## src/rtl/ex2mem_stage_if.sv

```systemverilog
// ID/EX -> EX/MEM bundle between the upstream pipeline and the EX stage.
interface ex2mem_stage_if #(
    parameter int unsigned DATA_WIDTH = 32
);
    // Upstream side: ID/EX register contents plus flush
    logic                  flush;
    logic                  in_valid;
    logic [3:0]            EXE_CMD_IN;
    logic [DATA_WIDTH-1:0] val1_in;
    logic [DATA_WIDTH-1:0] val2_in;
    logic [DATA_WIDTH-1:0] ST_value_in;
    logic [4:0]            dest_in;
    logic                  MEM_R_EN_IN;
    logic                  MEM_W_EN_IN;
    logic                  WB_EN_IN;

    // EX side: hold request plus EX/MEM register contents
    logic                  stall;
    logic [DATA_WIDTH-1:0] ALU_result;
    logic [DATA_WIDTH-1:0] ST_value;
    logic [4:0]            dest;
    logic                  MEM_R_EN;
    logic                  MEM_W_EN;
    logic                  WB_EN;
    logic                  valid_out;

    modport master (
        output flush, in_valid, EXE_CMD_IN, val1_in, val2_in, ST_value_in,
               dest_in, MEM_R_EN_IN, MEM_W_EN_IN, WB_EN_IN,
        input  stall, ALU_result, ST_value, dest, MEM_R_EN, MEM_W_EN,
               WB_EN, valid_out
    );

    modport slave (
        input  flush, in_valid, EXE_CMD_IN, val1_in, val2_in, ST_value_in,
               dest_in, MEM_R_EN_IN, MEM_W_EN_IN, WB_EN_IN,
        output stall, ALU_result, ST_value, dest, MEM_R_EN, MEM_W_EN,
               WB_EN, valid_out
    );
endinterface

```

## src/rtl/ex2mem_stage.sv

```systemverilog
// EX stage with EX/MEM pipeline register; multiply is an iterative shift-add.
module ex2mem_stage #(
    parameter int unsigned DATA_WIDTH = 32
) (
    input  logic          clk,
    input  logic          rst,
    ex2mem_stage_if.slave bus
);
    localparam int unsigned CNT_W = (DATA_WIDTH > 1) ? $clog2(DATA_WIDTH) : 1;

    localparam logic [3:0] CMD_ADD = 4'd0;
    localparam logic [3:0] CMD_SUB = 4'd1;
    localparam logic [3:0] CMD_AND = 4'd2;
    localparam logic [3:0] CMD_OR  = 4'd3;
    localparam logic [3:0] CMD_NOR = 4'd4;
    localparam logic [3:0] CMD_XOR = 4'd5;
    localparam logic [3:0] CMD_SLL = 4'd6;
    localparam logic [3:0] CMD_SRL = 4'd7;
    localparam logic [3:0] CMD_SRA = 4'd8;
    localparam logic [3:0] CMD_SLT = 4'd9;
    localparam logic [3:0] CMD_MUL = 4'd10;

    typedef enum logic [1:0] {IDLE, BUSY, DONE} state_t;

    state_t                state, state_nxt;
    logic [DATA_WIDTH-1:0] mcand, mcand_nxt;
    logic [DATA_WIDTH-1:0] mplier, mplier_nxt;
    logic [DATA_WIDTH-1:0] acc, acc_nxt;
    logic [CNT_W-1:0]      cnt, cnt_nxt;

    logic [DATA_WIDTH-1:0] result_q, result_nxt;
    logic [DATA_WIDTH-1:0] st_q, st_nxt;
    logic [4:0]            dest_q, dest_nxt;
    logic                  mr_q, mr_nxt;
    logic                  mw_q, mw_nxt;
    logic                  wb_q, wb_nxt;
    logic                  valid_q, valid_nxt;

    logic [DATA_WIDTH-1:0] alu_c;
    logic [4:0]            shamt;
    logic                  is_mul;
    logic                  stall_c;

    assign shamt  = bus.val2_in[4:0];
    assign is_mul = bus.in_valid && (bus.EXE_CMD_IN == CMD_MUL);

    // Single-cycle ALU; MUL and unused codes yield 0 here
    always_comb begin
        alu_c = '0;
        case (bus.EXE_CMD_IN)
            CMD_ADD: alu_c = bus.val1_in + bus.val2_in;
            CMD_SUB: alu_c = bus.val1_in - bus.val2_in;
            CMD_AND: alu_c = bus.val1_in & bus.val2_in;
            CMD_OR:  alu_c = bus.val1_in | bus.val2_in;
            CMD_NOR: alu_c = ~(bus.val1_in | bus.val2_in);
            CMD_XOR: alu_c = bus.val1_in ^ bus.val2_in;
            CMD_SLL: alu_c = bus.val1_in << shamt;
            CMD_SRL: alu_c = bus.val1_in >> shamt;
            CMD_SRA: alu_c = DATA_WIDTH'($signed(bus.val1_in) >>> shamt);
            CMD_SLT: alu_c = DATA_WIDTH'($signed(bus.val1_in) < $signed(bus.val2_in));
            default: alu_c = '0;
        endcase
    end

    // Next state, multiply datapath and EX/MEM load values; bubble by default
    always_comb begin
        state_nxt  = state;
        mcand_nxt  = mcand;
        mplier_nxt = mplier;
        acc_nxt    = acc;
        cnt_nxt    = cnt;
        result_nxt = '0;
        st_nxt     = '0;
        dest_nxt   = '0;
        mr_nxt     = 1'b0;
        mw_nxt     = 1'b0;
        wb_nxt     = 1'b0;
        valid_nxt  = 1'b0;
        stall_c    = 1'b0;

        if (bus.flush) begin
            state_nxt = IDLE;
            cnt_nxt   = '0;
        end else begin
            case (state)
                IDLE: begin
                    if (is_mul) begin
                        stall_c    = 1'b1;
                        mcand_nxt  = bus.val1_in;
                        mplier_nxt = bus.val2_in;
                        acc_nxt    = '0;
                        cnt_nxt    = '0;
                        state_nxt  = BUSY;
                    end else if (bus.in_valid) begin
                        result_nxt = alu_c;
                        st_nxt     = bus.ST_value_in;
                        dest_nxt   = bus.dest_in;
                        mr_nxt     = bus.MEM_R_EN_IN;
                        mw_nxt     = bus.MEM_W_EN_IN;
                        wb_nxt     = bus.WB_EN_IN;
                        valid_nxt  = 1'b1;
                    end
                end
                BUSY: begin
                    stall_c = 1'b1;
                    if (mplier[0]) begin
                        acc_nxt = acc + mcand;
                    end
                    mcand_nxt  = mcand << 1;
                    mplier_nxt = mplier >> 1;
                    cnt_nxt    = cnt + CNT_W'(1);
                    if (cnt == CNT_W'(DATA_WIDTH - 1)) begin
                        state_nxt = DONE;
                    end
                end
                DONE: begin
                    // Upstream still holds the MUL bundle; pair it with the product
                    result_nxt = acc;
                    st_nxt     = bus.ST_value_in;
                    dest_nxt   = bus.dest_in;
                    mr_nxt     = bus.MEM_R_EN_IN;
                    mw_nxt     = bus.MEM_W_EN_IN;
                    wb_nxt     = bus.WB_EN_IN;
                    valid_nxt  = 1'b1;
                    state_nxt  = IDLE;
                end
                default: begin
                    state_nxt = IDLE;
                end
            endcase
        end
    end

    // FSM state register
    always_ff @(posedge clk or negedge rst) begin
        if (!rst) begin
            state <= IDLE;
        end else begin
            state <= state_nxt;
        end
    end

    // Multiply working registers and EX/MEM pipeline register
    always_ff @(posedge clk or negedge rst) begin
        if (!rst) begin
            mcand    <= '0;
            mplier   <= '0;
            acc      <= '0;
            cnt      <= '0;
            result_q <= '0;
            st_q     <= '0;
            dest_q   <= '0;
            mr_q     <= 1'b0;
            mw_q     <= 1'b0;
            wb_q     <= 1'b0;
            valid_q  <= 1'b0;
        end else begin
            mcand    <= mcand_nxt;
            mplier   <= mplier_nxt;
            acc      <= acc_nxt;
            cnt      <= cnt_nxt;
            result_q <= result_nxt;
            st_q     <= st_nxt;
            dest_q   <= dest_nxt;
            mr_q     <= mr_nxt;
            mw_q     <= mw_nxt;
            wb_q     <= wb_nxt;
            valid_q  <= valid_nxt;
        end
    end

    // Stall is forced low while reset is held
    assign bus.stall      = stall_c & rst;
    assign bus.ALU_result = result_q;
    assign bus.ST_value   = st_q;
    assign bus.dest       = dest_q;
    assign bus.MEM_R_EN   = mr_q;
    assign bus.MEM_W_EN   = mw_q;
    assign bus.WB_EN      = wb_q;
    assign bus.valid_out  = valid_q;
endmodule
```

## src/flat_wrapper.sv

```systemverilog
// flat-port wrapper written by rule: the top's interface ports become plain ports
module ex2mem_stage_flat 
#(
    parameter int unsigned DATA_WIDTH = 32
)
  (clk, rst, bus_flush, bus_in_valid, bus_EXE_CMD_IN, bus_val1_in, bus_val2_in, bus_ST_value_in, bus_dest_in, bus_MEM_R_EN_IN, bus_MEM_W_EN_IN, bus_WB_EN_IN, bus_stall, bus_ALU_result, bus_ST_value, bus_dest, bus_MEM_R_EN, bus_MEM_W_EN, bus_WB_EN, bus_valid_out);
  ex2mem_stage_if #(.DATA_WIDTH(DATA_WIDTH)) bus_i ();
  input  logic clk;
  input  logic rst;
  input wire logic [$bits(bus_i.flush)-1:0] bus_flush;
  input wire logic [$bits(bus_i.in_valid)-1:0] bus_in_valid;
  input wire logic [$bits(bus_i.EXE_CMD_IN)-1:0] bus_EXE_CMD_IN;
  input wire logic [$bits(bus_i.val1_in)-1:0] bus_val1_in;
  input wire logic [$bits(bus_i.val2_in)-1:0] bus_val2_in;
  input wire logic [$bits(bus_i.ST_value_in)-1:0] bus_ST_value_in;
  input wire logic [$bits(bus_i.dest_in)-1:0] bus_dest_in;
  input wire logic [$bits(bus_i.MEM_R_EN_IN)-1:0] bus_MEM_R_EN_IN;
  input wire logic [$bits(bus_i.MEM_W_EN_IN)-1:0] bus_MEM_W_EN_IN;
  input wire logic [$bits(bus_i.WB_EN_IN)-1:0] bus_WB_EN_IN;
  output wire logic [$bits(bus_i.stall)-1:0] bus_stall;
  output wire logic [$bits(bus_i.ALU_result)-1:0] bus_ALU_result;
  output wire logic [$bits(bus_i.ST_value)-1:0] bus_ST_value;
  output wire logic [$bits(bus_i.dest)-1:0] bus_dest;
  output wire logic [$bits(bus_i.MEM_R_EN)-1:0] bus_MEM_R_EN;
  output wire logic [$bits(bus_i.MEM_W_EN)-1:0] bus_MEM_W_EN;
  output wire logic [$bits(bus_i.WB_EN)-1:0] bus_WB_EN;
  output wire logic [$bits(bus_i.valid_out)-1:0] bus_valid_out;
  assign bus_i.flush = bus_flush;
  assign bus_i.in_valid = bus_in_valid;
  assign bus_i.EXE_CMD_IN = bus_EXE_CMD_IN;
  assign bus_i.val1_in = bus_val1_in;
  assign bus_i.val2_in = bus_val2_in;
  assign bus_i.ST_value_in = bus_ST_value_in;
  assign bus_i.dest_in = bus_dest_in;
  assign bus_i.MEM_R_EN_IN = bus_MEM_R_EN_IN;
  assign bus_i.MEM_W_EN_IN = bus_MEM_W_EN_IN;
  assign bus_i.WB_EN_IN = bus_WB_EN_IN;
  assign bus_stall = bus_i.stall;
  assign bus_ALU_result = bus_i.ALU_result;
  assign bus_ST_value = bus_i.ST_value;
  assign bus_dest = bus_i.dest;
  assign bus_MEM_R_EN = bus_i.MEM_R_EN;
  assign bus_MEM_W_EN = bus_i.MEM_W_EN;
  assign bus_WB_EN = bus_i.WB_EN;
  assign bus_valid_out = bus_i.valid_out;
  ex2mem_stage #(.DATA_WIDTH(DATA_WIDTH)) u_core (.clk(clk), .rst(rst), .bus(bus_i));
endmodule
```

## config.mk

```make
export PLATFORM = sky130hd
export DESIGN_NAME = ex2mem_stage_flat
export DESIGN_NICKNAME = d
export VERILOG_FILES = /design/src/rtl/ex2mem_stage_if.sv /design/src/rtl/ex2mem_stage.sv /design/src/flat_wrapper.sv
export SDC_FILE = /design/constraint.sdc
export NUM_CORES = 1
export LEC_CHECK = 0
export CAP_MARGIN = 15
export CELL_PAD_IN_SITES_DETAIL_PLACEMENT = 1
export CELL_PAD_IN_SITES_GLOBAL_PLACEMENT = 2
export CORE_AREA = 2 2 220 222
export DETAILED_ROUTE_END_ITERATION = 8
export DIE_AREA = 0 0 222 224
export PLACE_DENSITY_LB_ADDON = 0.15
export REMOVE_ABC_BUFFERS = 1
export SETUP_SLACK_MARGIN = 0.5
export SLEW_MARGIN = 20
export SYNTH_ARGS = -nofsm -noshare
export SYNTH_HDL_FRONTEND = slang
export SYNTH_SLANG_ARGS = --single-unit
```

## constraint.sdc

```tcl
create_clock -name clk -period 4.1 [get_ports clk]
set_input_delay 0.41 -clock clk [delete_from_list [all_inputs] [get_ports clk]]
set_output_delay 0.41 -clock clk [all_outputs]
set_load 0.005 [all_outputs]
```

==> Word level (Yosys, flattened, before mapping) <==
Index checks and enable logic that the tools add are counted.
{ "totals": {"register_bits": 176, "inputBits": 112, "word_cells": 98} }
{ "op_classes": {"addsub": 4, "n_lt_le_gt_ge": 1, "n_eq_ne": 17, "shifts": 3, "muxes": 46, "n_bitwise": 6, "reduce_logical": 9} }
{ "ops": {"columns": ["op", "count"], "rows": [
  ["32-bit 2-to-1 mux", 10],
  ["32-bit one-hot mux with 10 select lines", 1],
  ["32-bit one-hot mux with 2 select lines", 5],
  ["32-bit adder", 2],
  ["32-bit bitwise AND", 1],
  ["32-bit < comparator", 1],
  ["32-bit inverter", 1],
  ["32-bit bitwise OR", 1],
  ["32-bit by 5-bit << shifter with 32-bit output", 1],
  ["32-bit by 5-bit >> shifter with 32-bit output", 1],
  ["32-bit by 5-bit >>> shifter with 32-bit output", 1],
  ["32-bit subtractor", 1],
  ["32-bit bitwise XOR", 1],
  ["5-bit 2-to-1 mux", 5],
  ["5-bit one-hot mux with 2 select lines", 2],
  ["4-bit by 3-bit == test with 1-bit output, second input constant", 4],
  ["1-bit 2-to-1 mux", 14],
  ["4-bit == test, second input constant", 3],
  ["1-bit one-hot mux with 2 select lines", 5],
  ["4-bit by 2-bit == test with 1-bit output, second input constant", 2],
  ["2-bit 2-to-1 mux", 3],
  ["3-bit by 2-bit != test with 1-bit output, second input constant", 2],
  ["5-bit by 1-bit adder with 5-bit output, second input constant", 1],
  ["5-bit == test, second input constant", 1],
  ["other kinds (15)", 17]
]} }

==> Depth between registers and ports, before layout <==
{ "logic_depth": {"word_depth": 7, "mapped_depth": 16, "ltp_nobuf": 13} }

==> Least setup slack after synthesis <==
Ideal clock, no wire load.
{ "synth_path": {"kind": "input -> register", "from": "in bus_val2_in[2]", "to": "reg u_core.result_q[25], in the netlist u_core.bus.ALU_result[25]", "t_arrival_ns": 3.670, "required_ns": 4.001, "path_slack_ns": 0.331, "path_stages": 16, "path_cell_list": "buf_2 -> inv_1 -> buf_2 -> buf_2 -> buf_2 -> ha_1 -> buf_2 -> nor3_1 -> o31ai_1 -> a2111oi_1 -> nor4_1 -> o211a_1 -> o41ai_1 -> xnor2_1 -> nand2_1 -> a311oi_1"} }
{ "synth_between": {"elab_chain_len": 6, "elab_cells_between_ends": 10} }
{ "synth_rtl": {"columns": ["element", "line", "source"], "rows": [
  ["start: declaration", "flat_wrapper.sv:14", "input wire logic [$bits(bus_i.val2_in)-1:0] bus_val2_in;"],
  ["32-bit subtractor, or another cell as far along", "ex2mem_stage.sv:52", "CMD_SUB: alu_c = bus.val1_in - bus.val2_in;"],
  ["32-bit one-hot mux with 10 select lines (*)", "ex2mem_stage.sv:50", "case (bus.EXE_CMD_IN)"],
  ["32-bit 2-to-1 mux (*)", "ex2mem_stage.sv:94", "end else if (bus.in_valid) begin"],
  ["32-bit 2-to-1 mux (*)", "ex2mem_stage.sv:87", "if (is_mul) begin"],
  ["32-bit one-hot mux with 2 select lines (*)", "ex2mem_stage.sv:85", "case (state)"],
  ["32-bit 2-to-1 mux (*)", "ex2mem_stage.sv:81", "if (bus.flush) begin"],
  ["via u_core.result_nxt[25]", "ex2mem_stage.sv:31", "logic [DATA_WIDTH-1:0] result_q, result_nxt;"],
  ["end signal: assignment", "ex2mem_stage.sv:162", "result_q <= result_nxt;"],
  ["end: declaration", "ex2mem_stage.sv:31", null]
]} }
The timed path passes the listed nets; every way through them passes the cells marked *.
A chain may end at the register's enable or synchronous reset.

==> Worst setup path in the final report <==
{ "layout_path": {"from": "in bus_val1_in[1]", "to": "reg u_core.result_q[26], in the netlist u_core.bus.ALU_result[26]"} }
{ "layout_between": {"elab_chain_len": 6, "elab_cells_between_ends": 10} }
{ "layout_rtl": {"columns": ["element", "line", "source"], "rows": [
  ["start: declaration", "flat_wrapper.sv:13", "input wire logic [$bits(bus_i.val1_in)-1:0] bus_val1_in;"],
  ["32-bit subtractor, or another cell as far along", "ex2mem_stage.sv:52", null],
  ["32-bit one-hot mux with 10 select lines (*)", "ex2mem_stage.sv:50", null],
  ["32-bit 2-to-1 mux (*)", "ex2mem_stage.sv:94", null],
  ["32-bit 2-to-1 mux (*)", "ex2mem_stage.sv:87", null],
  ["32-bit one-hot mux with 2 select lines (*)", "ex2mem_stage.sv:85", null],
  ["32-bit 2-to-1 mux (*)", "ex2mem_stage.sv:81", null],
  ["via u_core.result_nxt[26]", "ex2mem_stage.sv:31", null]
]} }
Marks and branches as above.

==> flow_metrics.tcl <==
set metrics [dict create \
    holdCritPathClass "input port to async pin" \
    setup_viol 0 \
    yosysUniqueCellTypes 89 \
    critPathMaxStageDelay_ns 0.44 \
    grt_remaining_overflow 0 \
    firstDrtPassIters 7 \
    path_max_fanout 9 \
    synth_area_leader_cell "dfrtp_1" \
    synth.yosys.seq_area_share_pct 25.5 \
    die_area_um2 49700 \
    die_h_um 224 \
    grt_max_degree 126 \
    cts_tree "done" \
    start_util_pct 36.5 \
    irDropWorstVdd_mv 0.277 \
    syn_to_final_growth_pct 22.4 \
    grt_util_all_layers_pct 32.7 \
    finalMaxSlewViolations 0 \
    drcViolationCount 0 \
    avgSynthCellArea_um2 7.79 \
    crit_arrival_ns 3.87 \
    end_kind "register" \
    synth-edff-count 0 \
    die_x_um 222 \
    synth-seq-cells 176 \
    muxShareOfSynthArea_pct 8.48 \
    numCtsBuffers 17 \
    setup.worst_path.start_class "input port" \
    cp_top_family "compound AO/OA/AOI/OAI gates" \
    worst_clock_skew_ns 0.0133 \
    rsz0062_at_grt "yes" \
    postPlaceCellArea_um2 20500 \
    drv_cap 0 \
    clkLatencyLatePin_ns 0.51 \
    tightestPinTransition_ns 0.940 \
    ios 186 \
    period_minus_slack_ns 3.49 \
    synth_top_family_by_area "compound AO/OA/AOI/OAI gates" \
    cts_buffer_depth 2 \
    syn-cell-area_um2 17300 \
    yosys_most_used_dff "dfrtp_1" \
    critPathSlowestCell "fa_1" \
    synth-simple-area-share_pct 19.9 \
    status "completed" \
    yosysWarnings 0 \
    portBuffers 185 \
    power.leakage_nw 9.35 \
    rows 80 \
    finalNetCount 2670 \
    vias 18600 \
    grt_pass1_vias 18800 \
    crit_type "input port to register" \
    ant_nets 0 \
    wl_per_cell_um 26.7 \
    synthCells 2218 \
    whs_ns 0.433 \
    viasPerCell 6.10 \
    cp_data_required_time_ns 4.48 \
    cts_sinks 176 \
    synth_compound_area_share_pct 27.7 \
    design_area_um2 21200 \
    multi_input_area_um2 11800 \
    worstPathCellList "clkdlybuf4s50_1 > buf_4 > buf_4 > fa_1 > nor2b_1 > o311a_1 > o211ai_1 > and4bb_2 > o211ai_1 > buf_4 > o21ai_1 > a211oi_1 > a311oi_1 > a21oi_1" \
    path_common_cell "buf_4" \
    drtIter0Drc 1470 \
    core_area_um2 47300 \
    synth_top_area_share_pct 25.5 \
    hold_viol_final 0 \
    cts_htree_levels 4 \
    seqCellArea_um2 4400 \
    fmax_mhz 286 \
    fin_crit_sh_pct 85.2 \
    gp_congestion 0.957 \
    postCtsSetupRepairBufs 0 \
    antenna_found_initial 3 \
    finalWirelength_mm 81.6 \
    tns_ns 0 \
    power_density_nw_per_um2 298 \
    async_flop_share_pct 100 \
    dp_hpwl_mm 63.0 \
    cts_root_buffer "clkbuf_16" \
    relSlewSlack_pct 35.7 \
    drive_above_1_share_pct 11.5 \
    cp.buffers_inverters 4 \
    clk_pin_slew_ns 0.08 \
    fill_cells 5749 \
    synthXorXnorAreaFrac_pct 1.93 \
    synthTopCellsByArea "dfrtp_1, ha_1, nand2_1" \
    synthAdderAreaFrac_pct 9.97 \
    grt_pass1_wl_mm 122 \
]
[cell type report]
| class | instances | share of cell area [%] |
|---|---|---|
| diodes | 1 | 0.0118 |
| clock buffers | 18 | 2.08 |
| clock inverters | 14 | 0.657 |
| inverters | 108 | 1.92 |
| multi-input cells | 1773 | 55.9 |
| flip-flops and latches | 176 | 20.8 |
| well taps | 615 | 3.64 |
| repair buffers | 346 | 15.0 |
[through the flow]
stage	utilization (%)	setup slack (ns)	power, W	instances
floorplan	-	-8.77	0.00354	2057
global placement	43.4	0.188	0.00454	3017
detailed placement	43.4	0.106	0.00459	3017
CTS	44.6	0.575	0.00633	3050
global route	44.7	0.415	0.00665	3050
finish	44.7	0.607	0.00630	3051
[logic make-up (layout without fill, tap and decap cells)]
kind of cell / after synthesis / after routing
multiplexers: 100 / 100
other: 0 / 1
adder cells (fa/ha/maj): 136 / 136
buffers and inverters: 269 / 486
AO/OA/AOI/OAI: 725 / 725
XOR/XNOR: 38 / 38
AND/OR/NAND/NOR: 774 / 774
flip-flops: 176 / 176
[final timing paths]
kind / from / cells after the start / end / slack (ns)
worst max-delay path: bus_val1_in[1] / 14 / u_core.bus.ALU_result[26]$_DFF_PN0_ / 0.61
worst min-delay path: rst / 2 / u_core.mplier[7]$_DFFE_PN0P_ / 0.43
worst max register to register: u_core.acc[15]$_DFFE_PN0P_ / 10 / u_core.acc[30]$_DFFE_PN0P_ / 0.72
worst min register to register: u_core.cnt[4]$_DFFE_PN0P_ / 1 / u_core.cnt[4]$_DFFE_PN0P_ / 0.51
max in group asynchronous: rst / 3 / u_core.acc[27]$_DFFE_PN0P_ / 2.53
min in group clk: bus_ST_value_in[17] / 2 / u_core.bus.ST_value[17]$_DFF_PN0_ / 0.45
[flip-flops by register name, summed over array words and instances (netlist names), 2 cells and up]
| signal | count |
|---|---|
| u_core.acc | 32 |
| u_core.bus.ALU_result | 32 |
| u_core.bus.ST_value | 32 |
| u_core.mcand | 32 |
| u_core.mplier | 32 |
| u_core.bus.dest | 5 |
| u_core.cnt | 5 |
| u_core.state | 2 |
[layout by cell type (no fill, tap or decap), drive strengths merged, types with 9 or more instances in the layout]
cell	netlist	layout
ha	133	133
o211ai	21	21
a311oi	13	13
nor3	36	36
nor2	252	252
a21o	26	26
a221oi	20	20
and2	52	52
a222oi	9	9
a221o	14	14
a22o	27	27
a21oi	167	167
nand2	295	295
xnor2	28	28
clkbuf	112	19
o21bai	17	17
nand2b	21	21
a2111oi	12	12
inv	108	115
mux4	35	35
clkdlybuf4s50	0	179
xor2	10	10
nand3	30	30
nand4	14	14
a41oi	9	9
mux2	13	13
dfrtp	176	176
a31oi	85	85
a211oi	23	23
o22ai	17	17
nor4	10	10
a22oi	15	15
mux2i	52	52
buf	49	165
nor2b	17	17
and3	9	9
or2	11	11
o31ai	15	15
o21ai	165	165
[Yosys cell counts, types with 10 or more instances]
master	instances
mux2_2	13
a31oi_1	82
inv_1	106
a221oi_1	20
o21ai_1	13
o22ai_1	17
o31ai_1	14
nor3_1	36
a211oi_1	23
nand4_1	14
a21o_1	26
a221o_1	14
and2_1	50
a22o_1	27
a21oi_1	167
o211ai_1	21
nor2b_1	17
a22oi_1	15
nand3_1	30
o21ai_0	152
xnor2_1	28
mux4_2	32
a311oi_1	13
nand2_1	295
nand2b_1	21
nor4_1	10
buf_2	30
o21bai_1	17
ha_1	133
mux2i_1	52
xor2_1	10
clkbuf_1	112
nor2_1	251
dfrtp_1	176
[where the power goes]
group,leakage (nW),switching (W),internal (W)
sequential,2.26,0.000195,0.00198
combinational,6.82,0.00143,0.000998
clock,0.267,0.000882,0.000818
total,9.35,0.00251,0.00380
[layer usage]
| metal | vias to the layer above | global-route usage [%] | wire, um |
|---|---|---|---|
| li1 | 8467 | - | - |
| met4 | 0 | 18.1 | 4580 |
| met5 | - | 0 | 0 |
| met3 | 158 | 4.83 | 4110 |
| met2 | 621 | 52.6 | 37100 |
| met1 | 9370 | 42.4 | 35800 |
[repair_timing]
item / in CTS / in global routing
hold buffers: 1 / 0
endpoints found under the setup margin: 0 / 6
gates resized for setup: 0 / 3
endpoints found under the hold margin: 51 / 0
(Power assumes the default switching activity.)
